===== config.mk =====
export PLATFORM = sky130hd
export DESIGN_NAME = acc_out_port
export DESIGN_NICKNAME = d
export VERILOG_FILES = /design/src/rtl/acc_pkg.sv /design/src/rtl/acc_word_fifo.sv /design/src/rtl/acc_out_port.sv
export SDC_FILE = /design/constraint.sdc
export NUM_CORES = 1
export LEC_CHECK = 0
export BUFFER_PORTS_ARGS = -buffer_cell sky130_fd_sc_hd__buf_4
export CAP_MARGIN = 20
export CORE_ASPECT_RATIO = 0.9
export CORE_MARGIN = 3
export CORE_UTILIZATION = 60
export CTS_BUF_LIST = sky130_fd_sc_hd__clkbuf_8
export DETAILED_ROUTE_END_ITERATION = 10
export GPL_TIMING_DRIVEN = 0
export MAX_ROUTING_LAYER = met4
export PLACE_DENSITY = 0.78
export SYNTH_ARGS = -nofsm -noshare
export SYNTH_HDL_FRONTEND = slang
export SYNTH_SLANG_ARGS = --single-unit

===== constraint.sdc =====
create_clock -name clk -period 3.14 [get_ports clk]
set_clock_uncertainty 0.15 [all_clocks]
set_input_delay 0.157 -clock clk [delete_from_list [all_inputs] [get_ports clk]]
set_output_delay 0.157 -clock clk [all_outputs]
set_load 0.03 [all_outputs]

===== src/rtl/acc_pkg.sv =====
// acc_pkg: shared widths and serializer state encoding for the
// accumulator output port.
package acc_pkg;

  localparam int DATA_W = 16;
  localparam int BYTE_W = 8;

  typedef enum logic [1:0] {
    IDLE    = 2'd0,
    SEND_HI = 2'd1,
    SEND_LO = 2'd2
  } state_t;

endpackage


===== src/rtl/acc_word_fifo.sv =====
// acc_word_fifo: synchronous word FIFO, async active-low reset.
// Ports: push/push_data in, pop in, head/full/count out.
module acc_word_fifo #(
  parameter int W     = 16,
  parameter int DEPTH = 4,
  localparam int AW   = $clog2(DEPTH),
  localparam int CW   = AW + 1
) (
  input  logic          clk,
  input  logic          reset,
  input  logic          push,
  input  logic [W-1:0]  push_data,
  input  logic          pop,
  output logic [W-1:0]  head,
  output logic          full,
  output logic [CW-1:0] count
);

  logic [W-1:0]  mem [DEPTH];
  logic [AW-1:0] wptr;
  logic [AW-1:0] rptr;
  logic          wr_en;
  logic          rd_en;

  // Full comes from the pre-edge count, so a same-edge pop
  // never makes room for a push.
  assign full  = (count == CW'(DEPTH));
  assign wr_en = push && !full;
  assign rd_en = pop && (count != '0);
  assign head  = mem[rptr];

  always_ff @(posedge clk) begin
    if (wr_en) mem[wptr] <= push_data;
  end

  always_ff @(posedge clk or negedge reset) begin
    if (!reset) begin
      wptr  <= '0;
      rptr  <= '0;
      count <= '0;
    end else begin
      if (wr_en) wptr <= wptr + 1'b1;
      if (rd_en) rptr <= rptr + 1'b1;
      unique case ({wr_en, rd_en})
        2'b10:   count <= count + 1'b1;
        2'b01:   count <= count - 1'b1;
        default: count <= count;
      endcase
    end
  end

endmodule


===== src/rtl/acc_out_port.sv =====
// acc_out_port: captures accumulator words on OUT and sends each
// as two byte beats (high first) on a valid/ready channel.
module acc_out_port #(
  parameter int DATA_W = acc_pkg::DATA_W,
  parameter int BYTE_W = acc_pkg::BYTE_W,
  parameter int DEPTH  = 4,
  localparam int CW    = $clog2(DEPTH) + 1
) (
  input  logic              clk,
  input  logic              reset,
  input  logic [DATA_W-1:0] acc_in,
  input  logic              out_req,
  output logic              full,
  output logic [CW-1:0]     count,
  output logic [BYTE_W-1:0] tx_data,
  output logic              tx_valid,
  input  logic              tx_ready,
  output logic              tx_last,
  output logic              drained,
  output logic              overflow
);

  import acc_pkg::*;

  state_t            state;
  logic [DATA_W-1:0] sreg;
  logic [DATA_W-1:0] head;
  logic              hs;
  logic              pop;
  logic              have;

  acc_word_fifo #(
    .W     (DATA_W),
    .DEPTH (DEPTH)
  ) u_fifo (
    .clk       (clk),
    .reset     (reset),
    .push      (out_req),
    .push_data (acc_in),
    .pop       (pop),
    .head      (head),
    .full      (full),
    .count     (count)
  );

  assign hs   = tx_valid && tx_ready;
  assign have = (count != '0);

  // Refill from IDLE, or straight after the low beat so
  // consecutive words leave without a bubble.
  always_comb begin
    pop = 1'b0;
    unique case (state)
      IDLE:    pop = have;
      SEND_LO: pop = hs && have;
      default: pop = 1'b0;
    endcase
  end

  assign drained = (state == IDLE) && !have && !out_req;

  always_ff @(posedge clk or negedge reset) begin
    if (!reset) begin
      state    <= IDLE;
      sreg     <= '0;
      tx_data  <= '0;
      tx_valid <= 1'b0;
      tx_last  <= 1'b0;
      overflow <= 1'b0;
    end else begin
      if (out_req && full) overflow <= 1'b1;
      if (pop) begin
        state    <= SEND_HI;
        sreg     <= head;
        tx_data  <= head[DATA_W-1 -: BYTE_W];
        tx_valid <= 1'b1;
        tx_last  <= 1'b0;
      end else begin
        unique case (state)
          IDLE: ;
          SEND_HI: begin
            if (hs) begin
              state   <= SEND_LO;
              tx_data <= sreg[BYTE_W-1:0];
              tx_last <= 1'b1;
            end
          end
          SEND_LO: begin
            if (hs) begin
              state    <= IDLE;
              tx_valid <= 1'b0;
              tx_last  <= 1'b0;
            end
          end
          default: state <= IDLE;
        endcase
      end
    end
  end

endmodule


Word level (Yosys, flattened, before mapping)
Memory sizes are Yosys's and may differ from the RTL's.
Index checks and enable logic that the tools add are counted.

word-level totals
  logic and storage cells = 60
  bits in writable memories = 64
  register bits after elaboration = 28
  input port bits = 20
  output and inout port bits = 16
  memories kept = 1

cells by class
  add/subtract/negate cells = 4
  reductions and logical operators = 21
  eq/ne operators = 8
  multiplexer cells = 17

memories
  memory      depth  bits a word  read ports  clocked after memory_dff  wr ports  RTL line             text
  u_fifo.mem  4      16           1           0                         1         acc_word_fifo.sv:19  logic [W-1:0] mem [DEPTH];

operator list
  operator             count
  $mux 8               3
  $reduce_bool 2->1    4
  $logic_and 1x1->1    7
  $mux 1               7
  $mux 2               3
  $ne 3x2->1 const B   2
  $pmux 2 s3           1
  $pmux 3 s2           1
  $reduce_and 3->1     2
  $reduce_bool 3->1    2
  $add 2x1->2 const B  2
  $eq 2x1->1 const B   2
  $eq 2x2->1 const B   2
  $pmux 1 s2           2
  $reduce_and 2->1     2
  $add 3x1->3 const B  1
  $eq 3x3->1 const B   1
  $logic_not 1->1      3
  $sub 3x1->3 const B  1
  $logic_not 2->1      1
  $ne 2x1->1 const B   1

Depth between registers and ports, before layout
Gate-level depths: netlist of run 1.

  depth after elaboration = 6
  depth in mapped cells = 9

Hierarchy
Synthesis of run 1 repeated with hierarchy kept, for this count alone.

unflattened totals
  cell total of the unflattened synthesis = 183
  area, all modules = 3708.6 um^2

modules (own cells, without submodules)
  module         area each (um^2)  cells each  seq. area each (um^2)  times used
  acc_word_fifo  2770.2            120         2097.0                 1
  acc_out_port   938.4             63          525.5                  1

Worst setup path after synthesis of run 1
OpenSTA, ideal clock, no wires.

  path kind = register -> register
  start = register u_fifo.count[2]
  end = register u_fifo.count[2]
  buffers on the path = 0
  cell stages (with the launch flop) = 10
  required time = 2.909 ns
  data arrival time = 2.796 ns
  slack = 0.113 ns
  path through = dfrtp_1 nor3b_1 nor2b_1 inv_1 ha_1 inv_1 fa_1 xor2_1 nor2_1 xor2_1

between the ends
  elaborated cells between the ends (all ways) = 13

RTL lines
  item                                             RTL line             text
  start, declared                                  acc_word_fifo.sv:16  output logic [CW-1:0] count
  start signal, assigned                           acc_word_fifo.sv:45  2'b10: count <= count + 1'b1;
  start signal, assigned                           acc_word_fifo.sv:46  2'b01: count <= count - 1'b1;
  start signal, assigned                           acc_word_fifo.sv:47  default: count <= count;
  $eq 3x3->1 *                                     acc_word_fifo.sv:27  assign full = (count == CW'(DEPTH));
  via full                                         acc_out_port.sv:13   output logic full,
  $logic_not 1->1 *                                acc_word_fifo.sv:28  assign wr_en = push && !full;
  $logic_and 1x1->1 *                              acc_word_fifo.sv:28
  $eq 2x1->1 or $eq 2x2->1 (tied branches)         acc_word_fifo.sv:44  unique case ({wr_en, rd_en})
  $pmux 3 s2 or $reduce_bool 2->1 (tied branches)  --

Mark *: on every way through the listed nets, which the timed path passes. The rest lies on a longest branch.
A chain may end at the register's enable or synchronous reset.

Worst setup path after layout of run 1
  start = register state[1]
  end = register u_fifo.count[2]

between the ends
  longest elaborated chain between the ends = 5
  elaborated cells between the ends (all ways) = 8

RTL lines
  item                                             RTL line             text
  start, declared                                  acc_out_port.sv:25   state_t state;
  start signal, assigned                           acc_out_port.sv:64   state <= IDLE;
  start signal, assigned                           acc_out_port.sv:73   state <= SEND_HI;
  start signal, assigned                           acc_out_port.sv:83   state <= SEND_LO;
  $eq 2x2->1 or $logic_not 2->1 (tied branches)    acc_out_port.sv:53   unique case (state)
  $pmux 1 s2 *                                     acc_out_port.sv:53
  $logic_and 1x1->1 *                              acc_word_fifo.sv:29  assign rd_en = pop && (count != '0);
  via u_fifo.rd_en                                 acc_word_fifo.sv:23  logic rd_en;
  $eq 2x1->1 or $eq 2x2->1 (tied branches)         acc_word_fifo.sv:44
  $pmux 3 s2 or $reduce_bool 2->1 (tied branches)  --

Marked as above.

==> impl_metrics.ini, run 1 <==
[status]
status = finished clean

[grt]
grt_pass1_wl_microns = 9870
gr-total-overflow = 0
grt_usage_pct = 20.2
grt_pass1_vias = 1913
grt_max_degree = 29
antenna_found_initial = 0

[clock_tree]
clock-root-buffer = clkbuf_8
cts_resized = 0
cts_made_buffers = 9
clk_pin_slew_ps = 90
ctsHoldBuffers = 18
clock_latency_ps = 350
cts.sinks = 92
clock_path_buffers = 2
cts_tree = yes
post_cts_buffers = 0
htreeDepth = 3

[yosys]
ys_types = 32
synth-simple-area-share_pct = 3.81
synth_xor_area_share_pct = 1.43
yosysSeqAreaShare_pct = 71.2
synth-compound-area-share_pct = 1.29
synthCells = 186
synthTopCellsByArea = edfxtp_1 (52%), dfrtp_1 (19%), mux4_2 (9.8%), mux2_2 (7.6%), ha_1 (1.7%)
synth_area_sq_um = 3680
synth_top_family_by_area = multiplexers
syn_nets = 212
synth-seq-cells = 92
synth_area_leader_cell = edfxtp_1
synthAdderAreaFrac_pct = 2.24
yosysWarnings = 0
synth.area.mux_share_pct = 17.7
synth_top_area_share_pct = 52.2
syn_area_per_cell_sq_um = 19.8

[layout]
multi_input_area_sq_um = 975
fillCellCount = 326
nNetsFinal = 276
postLayoutCellArea_sq_um = 4410
regArea_sq_um = 2620
fin_cells = 325
diodes = 0
area_growth_pct = 19.8
drive_above_1_share_pct = 40.0
utilization_pct = 75.7

[timing]
layout_min_cycle_time_ps = 2620
timing.setup.tns_ps = 0
rsz0062_at_grt = no
maxSlewViolCount = 0
hold_viol_final = 0
worst_pin_slew_ps = 926
finalCritPeriodShare_pct = 83.5
whs_ps = 14.1
setup_ws_ps = 518
max_freq_ghz = 0.381
setup_viol = 0
max_slew_margin_pct = 38.2

[setup_path]
start_kind = flip-flop
rrSetupSlack_ps = 520
path_cells = a21boi_2, nor3_4, buf_6, ha_1, inv_1, fa_1, xor2_1, nor2_1, xor2_1
slowest_delay_ps = 460
cp.arrival_ps = 2750
critPathKind = reg -> reg
reg2reg_depth = 9
critPathBufInv = 2
cp-end-kind = flip-flop
crit_slowest_cell = nor3_4
crit_family = adder cells
required_ps = 3270
critPathMaxFanout = 10
cpMostUsedCell = xor2_1
timing.rr.start = state[1]
rr_endpoint = u_fifo.count[2]

[floorplanning]
row_count = 26
die-area_sq_um = 7110
start_util_pct = 63.2
io_pins = 36
die_h_microns = 80.3
core_sq_um = 5820
die_x_microns = 88.6

[placement]
place_area_sq_um = 4030
gp_congestion = 0.770
post-place-ws_ps = 508
dp_cells = 291
numPortBuffers = 35
dp_hpwl_microns = 4070

[power]
seqPwrFrac_pct = 43.4
p_total_mw = 4.28
combPwrFrac_pct = 38.4
switching_share_pct = 32.8
vdd_drop_max_mv = 0.558
power_density_nw_per_um2 = 970
leakage_nw = 1.66
p_switching_mw = 1.40
cell_internal_pwr_mw = 2.87
clkPwrFrac_pct = 18.2

[detailed_routing]
first_iter_violations = 103
routed_wirelength_microns = 6110
route.detailed.drc = 0
viasPerCell = 5.61
antenna_left = 0
vias = 1823
drt_pass1_iterations = 4
wl_per_cell_microns = 18.8

[worst_hold_path]
holdCritStartpoint = tx_ready
min_to = state[0]
holdCritPathClass = in -> reg
hold_path_depth = 3

[flow_run]
drv_cap = 0
-- worst reg2reg max path, cell delays in order, from the launching register on --
cell and delay, ps:
dfrtp_1 440, a21boi_2 210, nor3_4 460, buf_6 240, ha_1 200, inv_1 60, fa_1 370, xor2_1 150
nor2_1 100, xor2_1 160
-- cell type report --
class	instances	share of cell area (%)
clock buffers	9	2.81
clock inverters	7	1.67
plain buffers	6	1.22
repair buffers	53	10.0
well taps	70	1.99
multi-input cells	80	22.1
flip-flops and latches	92	59.5
inverters	8	0.681
-- placed cells by master (no fill, tap or decap), types with 2 or more instances in the layout --
cell	count
and2_1	4
buf_4	35
buf_6	4
clkbuf_8	9
clkinv_2	2
dfrtp_1	28
dlygate4sd3_1	18
edfxtp_1	64
ha_1	5
inv_1	8
inv_6	2
mux2_2	25
mux4_2	16
nor2_1	2
o21ai_0	4
xnor2_1	2
xor2_1	4
-- power by group through the flow --
stage / logic, mW / clock network, mW / registers [mW]
2_1_floorplan: 1.04 / 0 / 2.01
3_3_place_gp: 1.58 / 0 / 1.86
3_5_place_dp: 1.65 / 0 / 1.89
4_1_cts: 1.67 / 0.787 / 1.86
5_1_grt: 1.78 / 0.845 / 1.90
6_report: 1.64 / 0.777 / 1.86
-- synth_stat cells --
cell	number
a21boi_2	1
a21o_1	1
a2bb2oi_1	1
and2_1	4
and3_1	1
and3b_2	1
buf_2	1
buf_6	4
clkbuf_1	1
dfrtp_1	28
edfxtp_1	64
fa_1	1
ha_1	5
inv_1	8
mux2_2	25
mux2i_1	1
mux4_2	16
nand2_1	1
nand3_1	1
nand4b_2	1
nor2_1	2
nor2b_1	1
nor3_1	1
nor3_2	1
nor3_4	1
nor3b_1	1
nor4_1	1
nor4b_1	1
o21ai_0	4
or4_1	1
xnor2_1	2
xor2_1	4
-- worst max path at each step --
stage                       to            start  cells past startpoint
6_report       u_fifo.count[2]         state[1]                      9
5_1_grt        u_fifo.count[2]         state[1]                      9
4_1_cts        u_fifo.count[2]         state[1]                      9
3_5_place_dp   u_fifo.count[2]         state[1]                      9
3_3_place_gp   u_fifo.count[2]         state[1]                      9
2_1_floorplan  u_fifo.count[2]  u_fifo.count[2]                      9
-- routing by layer --
layer | vias up | global-route usage (%) | wire length (microns)
met4 | 0 | 6.65 | 86
met2 | 40 | 33.3 | 3220
li1 | 846 | - | -
met5 | - | - | 0
met3 | 12 | 5.13 | 214
met1 | 925 | 24.7 | 2590
-- cell families after synthesis --
| logic type | Yosys count |
|---|---|
| AO/OA/AOI/OAI | 7 |
| adder cells (fa/ha/maj) | 6 |
| buffers and inverters | 14 |
| XOR/XNOR | 6 |
| AND/OR/NAND/NOR | 19 |
| multiplexers | 42 |
| flip-flops | 92 |
-- sequential cells by signal, indices dropped and copies added, names as in the netlist --
signal        cells
tx_last           1
u_fifo.mem       64
u_fifo.wptr       2
u_fifo.rptr       2
sreg              8
state             2
u_fifo.count      3
overflow          1
tx_valid          1
tx_data           8
No activity file was read; power rests on OpenSTA's default activity.
==> run 2, diff against run 1 <==
Settings changed: CORE_UTILIZATION 60 to 55, PLACE_DENSITY 0.78 to 0.75.
Clock period 3.14 ns to 2.3 ns, I/O delays scaled along.
==> impl_metrics.ini, run 2 (same netlist as run 1, synthesis figures left out) <==
[status]
status = finished clean

[timing]
layout_min_cycle_time_ps = 2220
finalCritPeriodShare_pct = 96.3
max_slew_margin_pct = 38.2
hold_viol_final = 0
max_freq_ghz = 0.451
setup_ws_ps = 84.5
worst_pin_slew_ps = 928
rsz0062_at_grt = yes
setup_viol = 0
maxSlewViolCount = 0

[floorplanning]
io_pins = 36
die_h_microns = 83.6
die_x_microns = 92.2
row_count = 27
core_sq_um = 6280
die-area_sq_um = 7710
start_util_pct = 58.6

[layout]
nNetsFinal = 280
regArea_sq_um = 2630
top_register = u_fifo.mem
drive_above_1_share_pct = 44.4
diodes = 0
largest_reg_flops = 64
utilization_pct = 72.0
area_growth_pct = 22.9
final_cell_mix = edfxtp_1 (64), buf_4 (39), mux2_2 (25)
layout_commonest_cell = edfxtp_1
top_regs = u_fifo.mem (64), sreg (8), tx_data (8)
fin_cells = 346
fillCellCount = 393
multi_input_area_sq_um = 1010

[setup_path]
cp.arrival_ps = 2330
critPathMaxFanout = 6
start_kind = flip-flop
critPathKind = reg -> reg
cp-end-kind = flip-flop
required_ps = 2410

[power]
leakage_nw = 1.70
switching_share_pct = 32.2
p_switching_mw = 1.96
combPwrFrac_pct = 39.0
seqPwrFrac_pct = 42.1
clkPwrFrac_pct = 18.9
vdd_drop_max_mv = 0.717
cell_internal_pwr_mw = 4.13
power_density_nw_per_um2 = 1350

[detailed_routing]
maxUsedRoutingLayer = met4
routedLengthMet1_microns = 2790
wl_met2_microns = 3340
first_iter_violations = 79
wl_per_cell_microns = 18.9
route.detailed.drc = 0
antenna_left = 0
viasPerCell = 5.40
routed_wirelength_microns = 6530
drt_pass1_iterations = 6
vias = 1869
wl_met3_microns = 305

[placement]
numPortBuffers = 35
post-place-ws_ps = -252
dp_hpwl_microns = 4160
dp_cells = 308
gp_congestion = 0.788

[grt]
antenna_found_initial = 0
grt_pass1_vias = 2049
gr-total-overflow = 0
grt_max_degree = 29
grt_pass1_wl_microns = 10700
grt_usage_pct = 19.2

[flow_run]
drv_cap = 0

[clock_tree]
clock_path_buffers = 2
cts_made_buffers = 9
cts.sinks = 92
clk_pin_slew_ps = 80
clock-root-buffer = clkbuf_8
clock_latency_ps = 350
htreeDepth = 3
cts_tree = yes

[worst_hold_path]
holdCritPathClass = in -> reg
## run 2: cell types whose count changed in the layout (fill, tap and decap cells not counted), sizes merged
cell and delta:
inv +1, buf +4, clkinv -2, bufinv +1
## run 2: power by group through the flow
stage	logic [mW]	clock network [mW]	registers [mW]
finish	2.37	1.15	2.57
global route	2.56	1.26	2.61
CTS	2.36	1.18	2.57
detailed placement	2.31	0	2.60
global placement	2.21	0	2.56
floorplan	1.47	0	2.76
## run 2: through the flow
| step | hold slack, ps | area [sq um] | power [mW] | TNS, ps |
|---|---|---|---|---|
| global route | 14.8 | 4520 | 6.44 | -15.0 |
| CTS | 4.39 | 4500 | 6.11 | 0 |
| floorplan | -331 | 3720 | 4.23 | 0 |
| finish | 22.6 | 4520 | 6.09 | 0 |
| detailed placement | -92.8 | 4090 | 4.91 | -349 |
| global placement | -104 | 4090 | 4.77 | -190 |
## run 2: critical path, stage by stage, from the launching register on
cell      delay, ps
dfrtp_1         450
a21boi_4        180
nor3_4          240
buf_6           160
ha_4            140
inv_1            50
fa_2            340
xor2_1          150
nor2_1          120
xor2_1          160
## run 2: final cells by class
| type | instances | area share [%] |
|---|---|---|
| clock inverters | 7 | 2.05 |
| clock buffers | 9 | 2.74 |
| well taps | 87 | 2.41 |
| multi-input cells | 80 | 22.4 |
| plain buffers | 6 | 1.19 |
| repair buffers | 57 | 10.5 |
| flip-flops and latches | 92 | 58.1 |
| inverters | 8 | 0.664 |
## run 2: path summary, 6_finish.rpt
kind,from,end,slack [ps],depth (start not counted)
min,tx_ready,state[1],20,4
max reg2reg,state[1],u_fifo.count[2],80,9
min reg2reg,overflow,overflow,320,1
max in group asynchronous,reset,u_fifo.count[0],1630,2
min in group asynchronous,reset,sreg[7],60,2
max,state[1],u_fifo.count[2],80,9
## run 2: what timing repair did
action | in CTS | in global routing
resized for setup | 0 | 3
setup buffers | 1 | 3
endpoints found under the hold margin | 93 | 0
hold buffers | 18 | 0
setup endpoints to repair | 2 | 35
pin swaps | 1 | 0
## run 2: layer usage
metal	vias up	global-route usage (%)
met3	11	6.22
met5	-	-
li1	856	-
met2	45	31.4
met4	0	4.99
met1	957	23.5
==> run 3, diff against run 2 <==
Settings changed: CORE_UTILIZATION 55 to 39, PLACE_DENSITY 0.75 to 0.56.
==> impl_metrics.ini, run 3 (same netlist as run 1, synthesis figures left out) <==
[status]
status = finished clean

[timing]
worst_pin_slew_ps = 865
max_slew_margin_pct = 42.3
finalCritPeriodShare_pct = 93.7
setup_ws_ps = 145
whs_ps = 64.6
setup_viol = 0
rsz0062_at_grt = no
max_freq_ghz = 0.464
hold_viol_final = 0
maxSlewViolCount = 0
layout_min_cycle_time_ps = 2150

[power]
clkPwrFrac_pct = 18.0
vdd_drop_max_mv = 0.522
combPwrFrac_pct = 39.5
seqPwrFrac_pct = 42.5
switching_share_pct = 32.6
leakage_nw = 1.70
p_switching_mw = 1.95
cell_internal_pwr_mw = 4.03
power_density_nw_per_um2 = 1310

[placement]
gp_congestion = 0.706
place_area_sq_um = 4130
dp_hpwl_microns = 3880
post-place-ws_ps = -231
numPortBuffers = 35
dp_cells = 340

[clock_tree]
clock-root-buffer = clkbuf_8
htreeDepth = 3
clock_latency_ps = 350
cts_made_buffers = 9
clock_path_buffers = 2
cts_tree = yes
clk_pin_slew_ps = 90
cts.sinks = 92

[layout]
fin_cells = 380
postLayoutCellArea_sq_um = 4570
largest_reg_flops = 64
top_register = u_fifo.mem
regArea_sq_um = 2630
top_regs = u_fifo.mem (64), sreg (8), tx_data (8)
fillCellCount = 769
multi_input_area_sq_um = 1010
nNetsFinal = 282
final_cell_mix = edfxtp_1 (64), buf_4 (40), mux2_2 (25)
area_growth_pct = 24.0
diodes = 0
layout_commonest_cell = edfxtp_1
drive_above_1_share_pct = 44.8

[grt]
grt_pass1_wl_microns = 10300
gr-total-overflow = 0
grt_max_degree = 29
grt_usage_pct = 13.5
grt_pass1_vias = 1871
antenna_found_initial = 0

[floorplanning]
die-area_sq_um = 10600
io_pins = 36
die_h_microns = 98.2
core_sq_um = 8890
row_count = 32
start_util_pct = 41.4
die_x_microns = 108

[setup_path]
critPathKind = reg -> reg
cp.arrival_ps = 1980
start_kind = flip-flop
critPathMaxFanout = 16
required_ps = 2130
reg2reg_depth = 3
rr_endpoint = u_fifo.mem[0][12]
timing.rr.start = u_fifo.count[2]
cp-end-kind = flip-flop
rrSetupSlack_ps = 150

[detailed_routing]
vias = 1817
first_iter_violations = 59
route.detailed.drc = 0
antenna_left = 0
wl_per_cell_microns = 16.9
drt_pass1_iterations = 4
routed_wirelength_microns = 6410
viasPerCell = 4.78

[worst_hold_path]
holdCritPathClass = in -> async

[flow_run]
drv_cap = 0
run 3: final cells by class:
type,count,area share [%]
Timing Repair Buffer,59,10.7
Buffer,6,1.18
Tap cell,119,3.26
Clock buffer,9,2.71
Clock inverter,7,1.67
Multi-Input combinational cell,80,22.2
Sequential cell,92,57.5
Inverter,8,0.658
run 3: worst max-delay path: stages, from the launching register on:
cell     delay (ps)
dfrtp_2         460
nor3b_4         170
nor2b_2         250
and2_1          750
run 3: metrics by stage:
| step | setup TNS [ps] | power, mW | utilization, % |
|---|---|---|---|
| final | 0 | 5.98 | 51.4 |
| after detailed placement | -328 | 4.90 | 46.5 |
| after global routing | 0 | 6.37 | 51.4 |
| after global placement | -307 | 4.87 | 46.5 |
| after CTS | 0 | 6.03 | 51.0 |
| after floorplan | 0 | 4.23 | - |
run 3: metal layers:
| metal | part of all wire, % | wire length, microns | up-vias | GRT usage, % |
|---|---|---|---|---|
| li1 | - | - | 855 | - |
| met5 | 0 | 0 | - | - |
| met2 | 49 | 3160 | 27 | 20.8 |
| met1 | 46 | 2940 | 929 | 17.5 |
| met3 | 3.7 | 235 | 6 | 3.57 |
| met4 | 1.1 | 70 | 0 | 4.37 |
run 3: worst max path at each step:
stage                          startpoint                 to  slack (ps)  cells past startpoint
after detailed placement         state[1]    u_fifo.count[2]        -230                      9
final                     u_fifo.count[2]  u_fifo.mem[0][12]         150                      3
after floorplan                  tx_valid    u_fifo.count[2]           3                      9
after global placement           state[1]    u_fifo.count[2]        -220                      9
after global routing      u_fifo.count[2]   u_fifo.mem[0][2]           8                      3
after CTS                 u_fifo.count[2]  u_fifo.mem[2][15]           8                      3
run 3: what timing repair did:
action	CTS	global route
pin swaps	1	0
endpoints found under the setup margin	2	49
resized for setup	0	3
buffers inserted	1	4
cloned	0	0
endpoints found under the hold margin	95	0
hold buffers	19	0
run 3: power by group through the flow:
stage	combinational (mW)	clock, mW	sequential [mW]
floorplan	1.47	0	2.76
global placement	2.28	0	2.59
detailed placement	2.30	0	2.60
CTS	2.36	1.11	2.56
global route	2.58	1.19	2.60
finish	2.36	1.07	2.55
